**config.mk**
```make
export PLATFORM = sky130hd
export DESIGN_NAME = hs_npu_gate_chain
export DESIGN_NICKNAME = d
export VERILOG_FILES = /design/src/rtl/hs_npu_pkg.sv /design/src/rtl/hs_npu_fifo.sv /design/src/rtl/hs_npu_gate_chain.sv
export SDC_FILE = /design/constraint.sdc
export NUM_CORES = 1
export LEC_CHECK = 0
export CORE_AREA = 10 10 352 354
export CTS_BUF_LIST = sky130_fd_sc_hd__clkbuf_8
export DETAILED_ROUTE_END_ITERATION = 8
export DIE_AREA = 0 0 362 364
export SYNTH_ARGS = -nofsm -noshare
export SYNTH_HDL_FRONTEND = slang
export SYNTH_SLANG_ARGS = --single-unit
```
**constraint.sdc**
```tcl
create_clock -name clk_core -period 5.2 [get_ports clk_core]
set_input_delay 1.04 -clock clk_core [delete_from_list [all_inputs] [get_ports clk_core]]
set_output_delay 1.04 -clock clk_core [all_outputs]
set_load 0.02 [all_outputs]
```
**src/rtl/hs_npu_pkg.sv**
```systemverilog
// Shared types for the hs_npu blocks: the common unsigned word and the gate-chain FSM states.
package hs_npu_pkg;

  typedef logic [31:0] uword;

  typedef enum logic [1:0] {
    IDLE  = 2'd0,
    RUN   = 2'd1,
    DRAIN = 2'd2,
    DONE  = 2'd3
  } gate_chain_state_t;

endpackage

```
**src/rtl/hs_npu_fifo.sv**
```systemverilog
// Small first-word-fall-through FIFO; a push is also accepted while full when a pop happens in the same cycle.
module hs_npu_fifo
  import hs_npu_pkg::*;
#(
  parameter int WIDTH = 32,
  parameter int DEPTH = 4
) (
  input  logic             clk,
  input  logic             rst_n,
  input  logic             clr_i,
  input  logic             push_i,
  input  logic             pop_i,
  input  logic [WIDTH-1:0] wdata_i,
  output logic [WIDTH-1:0] rdata_o,
  output logic             empty_o,
  output logic             full_o
);

  localparam int AW = (DEPTH > 1) ? $clog2(DEPTH) : 1;
  localparam int CW = $clog2(DEPTH) + 1;

  logic [WIDTH-1:0] mem [DEPTH];
  logic [AW-1:0]    wr_ptr_q, wr_ptr_d;
  logic [AW-1:0]    rd_ptr_q, rd_ptr_d;
  logic [CW-1:0]    cnt_q, cnt_d;
  logic             do_push, do_pop;

  function automatic logic [AW-1:0] ptr_inc(input logic [AW-1:0] p);
    return (p == AW'(DEPTH - 1)) ? '0 : p + 1'b1;
  endfunction

  assign empty_o = (cnt_q == '0);
  assign full_o  = (cnt_q == CW'(DEPTH));
  assign rdata_o = mem[rd_ptr_q];
  assign do_pop  = pop_i && !empty_o;
  assign do_push = push_i && (!full_o || do_pop);

  always_comb begin
    wr_ptr_d = wr_ptr_q;
    rd_ptr_d = rd_ptr_q;
    cnt_d    = cnt_q;
    if (clr_i) begin
      wr_ptr_d = '0;
      rd_ptr_d = '0;
      cnt_d    = '0;
    end else begin
      if (do_push) wr_ptr_d = ptr_inc(wr_ptr_q);
      if (do_pop)  rd_ptr_d = ptr_inc(rd_ptr_q);
      case ({do_push, do_pop})
        2'b10:   cnt_d = cnt_q + 1'b1;
        2'b01:   cnt_d = cnt_q - 1'b1;
        default: cnt_d = cnt_q;
      endcase
    end
  end

  always_ff @(posedge clk or negedge rst_n) begin
    if (!rst_n) begin
      wr_ptr_q <= '0;
      rd_ptr_q <= '0;
      cnt_q    <= '0;
    end else begin
      wr_ptr_q <= wr_ptr_d;
      rd_ptr_q <= rd_ptr_d;
      cnt_q    <= cnt_d;
    end
  end

  // Storage carries no reset so it can map onto distributed RAM.
  always_ff @(posedge clk) begin
    if (do_push && !clr_i) mem[wr_ptr_q] <= wdata_i;
  end

endmodule

```
**src/rtl/hs_npu_gate_chain.sv**
```systemverilog
// Buffers vector beats and releases a counted run through a per-lane skew triangle.
// Define HS_NPU_GATE_CHAIN_ZERO_FILL_EN to drive invalid lanes as zero instead of holding data.
module hs_npu_gate_chain
  import hs_npu_pkg::*;
#(
  parameter int WIDTH = 32,
  parameter int LANES = 4,
  parameter int DEPTH = 4
) (
  input  logic                         clk_core,
  input  logic                         rst_core_n,
  input  logic                         flush,
  input  logic                         in_valid,
  output logic                         in_ready,
  input  logic [LANES-1:0][WIDTH-1:0]  in_data,
  input  logic                         start_i,
  input  uword                         enable_cycles,
  output logic [LANES-1:0][WIDTH-1:0]  out_data,
  output logic [LANES-1:0]             out_lane_valid,
  output logic                         start_o,
  output logic                         busy,
  output logic                         done
);

  localparam int DCW = $clog2(LANES) + 1;
  localparam logic [DCW-1:0] DRAIN_LEN = DCW'(LANES - 1);

  gate_chain_state_t state_q, state_d;
  uword              cnt_q, cnt_d;
  logic [DCW-1:0]    drain_q, drain_d;
  logic              first_seen_q, first_seen_d;

  logic                        fifo_full, fifo_empty;
  logic [LANES*WIDTH-1:0]      fifo_rdata;
  logic [LANES-1:0][WIDTH-1:0] pop_beat;
  logic                        pop, push;

  // in_ready reports occupancy only; a pop frees the slot a same-cycle push uses.
  assign pop      = (state_q == RUN) && !fifo_empty && !flush;
  assign push     = in_valid && !flush && (!fifo_full || pop);
  assign in_ready = !fifo_full;
  assign pop_beat = fifo_rdata;

  hs_npu_fifo #(
    .WIDTH (LANES * WIDTH),
    .DEPTH (DEPTH)
  ) u_fifo (
    .clk     (clk_core),
    .rst_n   (rst_core_n),
    .clr_i   (flush),
    .push_i  (push),
    .pop_i   (pop),
    .wdata_i (in_data),
    .rdata_o (fifo_rdata),
    .empty_o (fifo_empty),
    .full_o  (fifo_full)
  );

  always_ff @(posedge clk_core or negedge rst_core_n) begin
    if (!rst_core_n) begin
      state_q      <= IDLE;
      cnt_q        <= '0;
      drain_q      <= '0;
      first_seen_q <= 1'b0;
    end else begin
      state_q      <= state_d;
      cnt_q        <= cnt_d;
      drain_q      <= drain_d;
      first_seen_q <= first_seen_d;
    end
  end

  always_comb begin
    state_d      = state_q;
    cnt_d        = cnt_q;
    drain_d      = drain_q;
    first_seen_d = first_seen_q | out_lane_valid[LANES-1];
    if (flush) begin
      state_d      = IDLE;
      cnt_d        = '0;
      drain_d      = '0;
      first_seen_d = 1'b0;
    end else begin
      case (state_q)
        IDLE: begin
          first_seen_d = 1'b0;
          if (start_i) begin
            cnt_d   = enable_cycles;
            state_d = (enable_cycles != '0) ? RUN : DONE;
          end
        end
        RUN: begin
          if (pop && (cnt_q != '0)) begin
            cnt_d = cnt_q - 1'b1;
            if (cnt_q == uword'(1)) begin
              state_d = (LANES > 1) ? DRAIN : DONE;
              drain_d = DRAIN_LEN;
            end
          end
        end
        DRAIN: begin
          if (drain_q > DCW'(1)) begin
            drain_d = drain_q - 1'b1;
          end else begin
            drain_d = '0;
            state_d = DONE;
          end
        end
        default: state_d = IDLE;
      endcase
    end
  end

  always_comb begin
    busy    = (state_q != IDLE);
    done    = (state_q == DONE);
    start_o = out_lane_valid[LANES-1] && !first_seen_q;
  end

  // Lane gi is a chain of gi+1 stages; data stages load only on valid so the tail holds its last element.
  for (genvar gi = 0; gi < LANES; gi++) begin : g_lane
    logic [WIDTH-1:0] dat_q [gi+1];
    logic [WIDTH-1:0] dat_d [gi+1];
    logic [gi:0]      vld_q, vld_d;

    always_comb begin
      vld_d = vld_q;
      for (int s = 0; s <= gi; s++) dat_d[s] = dat_q[s];
      vld_d[0] = pop;
      if (pop) dat_d[0] = pop_beat[gi];
      for (int s = 1; s <= gi; s++) begin
        vld_d[s] = vld_q[s-1];
        if (vld_q[s-1]) dat_d[s] = dat_q[s-1];
      end
      if (flush) begin
        vld_d = '0;
        for (int s = 0; s <= gi; s++) dat_d[s] = '0;
      end
    end

    always_ff @(posedge clk_core or negedge rst_core_n) begin
      if (!rst_core_n) begin
        vld_q <= '0;
        for (int s = 0; s <= gi; s++) dat_q[s] <= '0;
      end else begin
        vld_q <= vld_d;
        for (int s = 0; s <= gi; s++) dat_q[s] <= dat_d[s];
      end
    end

    assign out_lane_valid[gi] = vld_q[gi];
`ifdef HS_NPU_GATE_CHAIN_ZERO_FILL_EN
    assign out_data[gi] = vld_q[gi] ? dat_q[gi] : '0;
`else
    assign out_data[gi] = dat_q[gi];
`endif
  end

endmodule

```
### Yosys cells after proc, flatten, opt, wreduce, memory -nomap -nowiden

Memories as Yosys holds them, arrays and structs flattened.
Cells that the tools add are included.
Widths: inputs -> output; s select.

* bits in writable memories: 512
* register bits: 375
* memories: 1
* input port bits: 165

Memories
* u_fifo.mem: words 4, width 128, rd ports 1, clocked after memory_dff 0, write ports 1, line hs_npu_fifo.sv:22 `logic [WIDTH-1:0] mem [DEPTH];`

* mux-type cells: 46
* bitwise operators: 1
* $lt $le $gt $ge: 1
* add/sub/neg operators: 6
* equality and inequality tests: 13
* reduce and logical (&&, ||, !) cells: 35

Operators by type and width (number)
* $mux 32: 14
* $mux 128: 1
* $mux 96: 1
* $mux 64: 1
* $pmux 32 s2: 1
* $reduce_bool 32->1: 2
* $eq 32x1->1 const B: 1
* $sub 32x1->32 const B: 1
* $mux 2: 13
* $reduce_bool 2->1: 10
* $mux 3: 6
* $pmux 3 s2: 2
* $eq 2x2->1 const B: 5
* $logic_and 1x1->1: 9
* $reduce_bool 3->1: 3
* $ne 3x2->1 const B: 2
* $ne 3x3->1 const B: 2
* $pmux 2 s3: 1
* $reduce_and 3->1: 2
* $sub 3x1->3 const B: 2
* $mux 1: 5
* $add 2x1->2 const B: 2
* $eq 2x1->1 const B: 2
* $logic_not 1->1: 4
* 9 further kinds: 10

### Longest topological paths before layout

* depth in word-level cells: 10
* gate-level depth with buffers: 10
* depth with buffers taken out: 8

### Hierarchy

Synthesis repeated with hierarchy kept, for this count alone.

* cells, all modules: 2073
* area, all modules: 34555.6 um2

Modules (own cells, without submodules)
* hs_npu_fifo: area an instance 19052.0 um2, instances 1, cells an instance 734
* hs_npu_gate_chain: area an instance 15503.6 um2, instances 1, cells an instance 1339

### Worst setup path before layout

Ideal clock, no wire load.

* path type: in2reg
* start: in flush
* end: mem u_fifo.mem[0][0] (netlist bit), enable pin
* library setup time: 0.503 ns
* stages: 4
* data required time: 4.697 ns
* arrival time: 4.574 ns
* path slack: 0.123 ns
* path buffers: 2
* path through: clkbuf_1 clkbuf_1 nor2_1 and2_1

* longest elaborated chain between the ends: 8

RTL lines
* start: declaration: line hs_npu_gate_chain.sv:12 `input logic flush,`
* $logic_not 1->1 *: line hs_npu_fifo.sv:71, hs_npu_gate_chain.sv:39, hs_npu_gate_chain.sv:40
* $logic_and 1x1->1: line hs_npu_gate_chain.sv:39 `assign pop = (state_q == RUN) && !fifo_empty && !flush;`
* $logic_or 1x1->1 / $logic_and 1x1->1 (equally long branches): line hs_npu_gate_chain.sv:40, hs_npu_fifo.sv:35
* $logic_and 1x1->1 / $logic_or 1x1->1 (equally long branches): line hs_npu_gate_chain.sv:40, hs_npu_fifo.sv:36
* $logic_and 1x1->1: line hs_npu_fifo.sv:36 `assign do_push = push_i && (!full_o || do_pop);`
* $logic_and 1x1->1 *: line hs_npu_fifo.sv:71 `if (do_push && !clr_i) mem[wr_ptr_q] <= wdata_i;`
* $mux 1 *: line hs_npu_fifo.sv:71
* $mux 1 (not written as such) *: line hs_npu_fifo.sv:71
* end: declaration: line hs_npu_fifo.sv:22

Every way passes the cells marked *; elsewhere a longest branch is shown, timed or not.

### Final worst setup path

* start: reg u_fifo.cnt_q[1]
* end: out in_ready

* longest elaborated chain between the ends: 2

RTL lines
* start: declaration: line hs_npu_fifo.sv:25 `logic [CW-1:0] cnt_q, cnt_d;`
* start signal: assignment: line hs_npu_fifo.sv:65 `cnt_q <= cnt_d;`
* $eq 3x3->1: line hs_npu_fifo.sv:33 `assign full_o = (cnt_q == CW'(DEPTH));`
* $logic_not 1->1: line hs_npu_gate_chain.sv:41 `assign in_ready = !fifo_full;`
* end: declaration: line hs_npu_gate_chain.sv:14 `output logic in_ready,`

Every way passes these cells.

==> results.py <==
metrics = {
    "status": {
        "status": "complete, no violations",
    },
    "synthesis": {
        "synthesis.area_mm2": 0.03471,
        "dominant_combinational_cell_family_by_area_after_synthesis": "multiplexers",
        "synth_simple_gate_area_share_pct": 4.871,
        "yosys.area_share.xor_xnor_pct": 0.05047,
        "synth.area.mux_share_pct": 13.96,
        "synth_compound_area_share_pct": 5.959,
        "synthesis.yosys.warnings": 0,
        "avgSynthCellArea_um2": 16.65,
        "synth_largest_type_area_fraction_pct": 44.30,
        "netlist_top_cells_area": "edfxtp_1 44%, dfrtp_1 27%, mux4_2 8.3%",
        "yosys_register_bits": 881,
        "synth_sequential_area_ratio_pct": 70.91,
        "synth_async_sr_flop_share_pct": 41.88,
        "synth_nets": 2264,
        "synth-adder-area-share_pct": 0.5624,
        "synth_area_leader_cell": "edfxtp_1",
        "syn-instance-count": 2084,
        "count_of_flip_flops_with_a_built_in_enable_after_synthesis": 512,
        "synth_top_flop_cell": "edfxtp_1",
        "synth_cell_type_count": 63,
    },
    "clock_tree": {
        "htree_num_levels": 4,
        "tritoncts": "yes",
        "postCtsResizedCells": 0,
        "cts.hold.buffers_added": 0,
        "cts-root-buf": "clkbuf_8",
        "tritoncts.num_buffers": 154,
        "worstSkewPairLatency_ns": 0.83,
        "postCtsSetupRepairBufs": 0,
        "clock-sinks": 881,
        "cts_buffer_depth": 3,
        "clk_transition_reported_paths_ns": 0.06,
    },
    "floorplan": {
        "core_mm2": 0.1171,
        "floorplan.io_pins": 301,
        "overall_die_area_mm2": 0.1318,
        "starting_density_of_the_core_pct": 29.63,
        "die_y_um": 364,
        "dieWidth_um": 362,
        "rows": 126,
    },
    "timing": {
        "rsz0062_at_grt": "false",
        "hold_viol": 0,
        "maxClockFrequency_mhz": 290.8,
        "setup_viol_count_final": 0,
        "relSlewSlack_pct": 35.31,
        "drv_slew": 0,
        "finClkSkew_ns": 0.06729,
        "post-route-min-period_ns": 3.439,
        "setup-tns-final_ns": 0,
        "final_min_period_over_clock_period_pct": 66.13,
        "transition_time_at_the_pin_with_the_least_slew_margin_ns": 0.9615,
    },
    "final_layout": {
        "final_layout_size_suffix_gt1_share_pct": 16.73,
        "area_growth_pct": 21.21,
        "layout.nets": 2531,
    },
    "routing": {
        "route.vias.total": 19323,
        "wirelength_mm": 88.31,
        "per_cell_routed_wire_length_um": 21.97,
        "drcViolationCount": 0,
        "ant_nets": 0,
        "first_pass_iters": 5,
        "detail_route.vias_per_cell": 4.807,
        "drt_first_iter_violations": 1520,
    },
    "critical_path": {
        "timing.critical_path.slowest_cell_delay_ns": 0.62,
        "critical-path-top-delay-family": "buffers and inverters",
        "cp_num_buf_inv": 1,
        "critical_path_data_arrival_time_ns": 2.40,
        "critPathKind": "register to output pin",
        "slowest_stage": "clkdlybuf4s50_1",
        "critical_path_peak_fanout": 7,
        "worstPathRequired_ns": 4.16,
        "endpoint_kind": "output pin",
        "critical_path.cell_chain": "or3b_2 -> clkdlybuf4s50_1",
        "critical_path.startpoint_type": "register",
    },
    "power_and_ir_drop": {
        "vdd_drop_max_uv": 232.4,
        "p_leak_uw": 0.01532,
        "fin_total_pwr_uw": 17370,
        "p_per_area_mw_per_mm2": 412.8,
    },
    "worst_hold_path": {
        "hp-class": "primary input to asynchronous set/reset pin",
    },
    "place": {
        "globalplace.congestion": 0.8229,
        "portBuffers": 300,
        "dp_hpwl_mm": 52.71,
    },
    "global_route": {
        "antenna_found_initial": 21,
        "wire_length_of_the_first_global_routing_pass_mm": 133.8,
        "grt_start_max_net_pins": 131,
        "track_usage_pct": 13.32,
        "grt_overflow_total": 0,
        "vias_in_the_first_global_route": 20910,
    },
    "run": {
        "count_of_maximum_capacitance_violations": 0,
    },
}
[sequential cells by signal, summed over array words and instances (netlist names)]
name             flops
u_fifo.mem         512
g_lane.dat_q       224
out_data            96
cnt_q               32
g_lane.vld_q         4
drain_q              3
u_fifo.cnt_q         3
state_q              2
u_fifo.rd_ptr_q      2
u_fifo.wr_ptr_q      2
first_seen_q         1
[synth_stat cells (3+ instances only)]
master,count
mux2i_1,195
nor2_1,233
o21ai_0,26
o31ai_1,23
a31oi_1,15
inv_1,13
o211ai_1,9
o2bb2ai_1,5
buf_2,18
nor4_1,12
nor3_2,3
or3_1,7
a21oi_1,25
nand4_1,12
buf_1,19
mux4_2,128
a22o_1,131
nand2_1,16
o21a_1,3
nor2b_1,13
o311ai_1,3
ha_1,14
a41oi_2,3
and2_1,5
nand3_1,9
edfxtp_1,512
o21ai_1,7
and3_1,3
nor3_1,21
a32oi_1,3
clkbuf_1,85
or4_1,5
buf_4,97
dfrtp_1,369
nor4_2,4
[final cells by class]
type | instances | area, um^2
Inverter | 13 | 48.80
Clock inverter | 107 | 793.3
Timing Repair Buffer | 332 | 3377
Clock buffer | 178 | 2450
Antenna cell | 4 | 10.01
Tap cell | 1536 | 1922
Multi-Input combinational cell | 969 | 8842
Fill cell | 10966 | 75070
Sequential cell | 881 | 24620
[layer usage]
layer	up-vias	wire length [um]	track usage (%)
met4	34	2079	4.414
met5	-	206	0
li1	8505	-	-
met2	669	40610	20.77
met3	184	7758	4.938
met1	9931	37650	17.07
[cell families (layout without fill, tap and decap cells)]
family                   Yosys count  in the layout
AO/OA/AOI/OAI                    268            268
XOR/XNOR                           2              2
adder cells (fa/ha/maj)           15             15
buffers and inverters            234            630
flip-flops                       881            881
multiplexers                     324            324
other                              0              4
AND/OR/NAND/NOR                  360            360
[worst reg2reg max path, stage by stage (launching register included)]
cell     delay (ns)
dfrtp_1        0.41
nor4_1         0.79
nand4_1        0.41
or3_1          0.69
nand3_1        0.69
o21ai_0        0.23
[layout by cell type (no fill, tap or decap), drive strengths merged, types with 18 or more instances in the layout]
| master | synthesis | final |
|---|---|---|
| o21ai | 34 | 34 |
| nor4 | 18 | 18 |
| edfxtp | 512 | 512 |
| clkdlybuf4s50 | 0 | 298 |
| mux4 | 128 | 128 |
| a21oi | 25 | 25 |
| inv | 13 | 68 |
| dfrtp | 369 | 369 |
| mux2i | 195 | 195 |
| a22o | 131 | 131 |
| buf | 136 | 33 |
| clkbuf | 85 | 179 |
| nor3 | 24 | 24 |
| clkinv | 0 | 40 |
| nor2 | 233 | 233 |
| o31ai | 23 | 23 |
[power breakdown]
part,switching (uW),internal (uW)
clock,2930,3660
combinational,1500,1060
sequential,368,7840
[through the flow]
stage / cell area, um^2 / util, % / instances / hold slack (ns) / setup slack, ns
final: 42070 / 35.91 / 4020 / 0.2132 / 1.761
after global routing: 42060 / 35.91 / 4018 / 0.2010 / 1.602
after CTS: 42060 / 35.91 / 4016 / 0.1622 / 1.623
after detailed placement: 38810 / 33.14 / 3731 / 0.4879 / 1.412
after global placement: 38810 / 33.14 / 3731 / 0.4729 / 1.427
after floorplan: 34710 / - / 2084 / 0.4574 / 0.1234
[final timing paths]
kind / from / end / slack (ns) / cells after the start
worst max-delay path: u_fifo.cnt_q[1] / in_ready / 1.76 / 2
worst min-delay path: rst_core_n / g_lane[3].dat_q[56] / 0.21 / 1
worst max register to register: cnt_q[22] / cnt_q[26] / 1.81 / 5
worst min register to register: g_lane[2].dat_q[34] / out_data[66] / 0.49 / 2
max in group asynchronous: rst_core_n / u_fifo.rd_ptr_q[1] / 3.72 / 2
min in group clk_core: g_lane[2].dat_q[34] / out_data[66] / 0.49 / 2
Power figures use the tool's default switching activity.
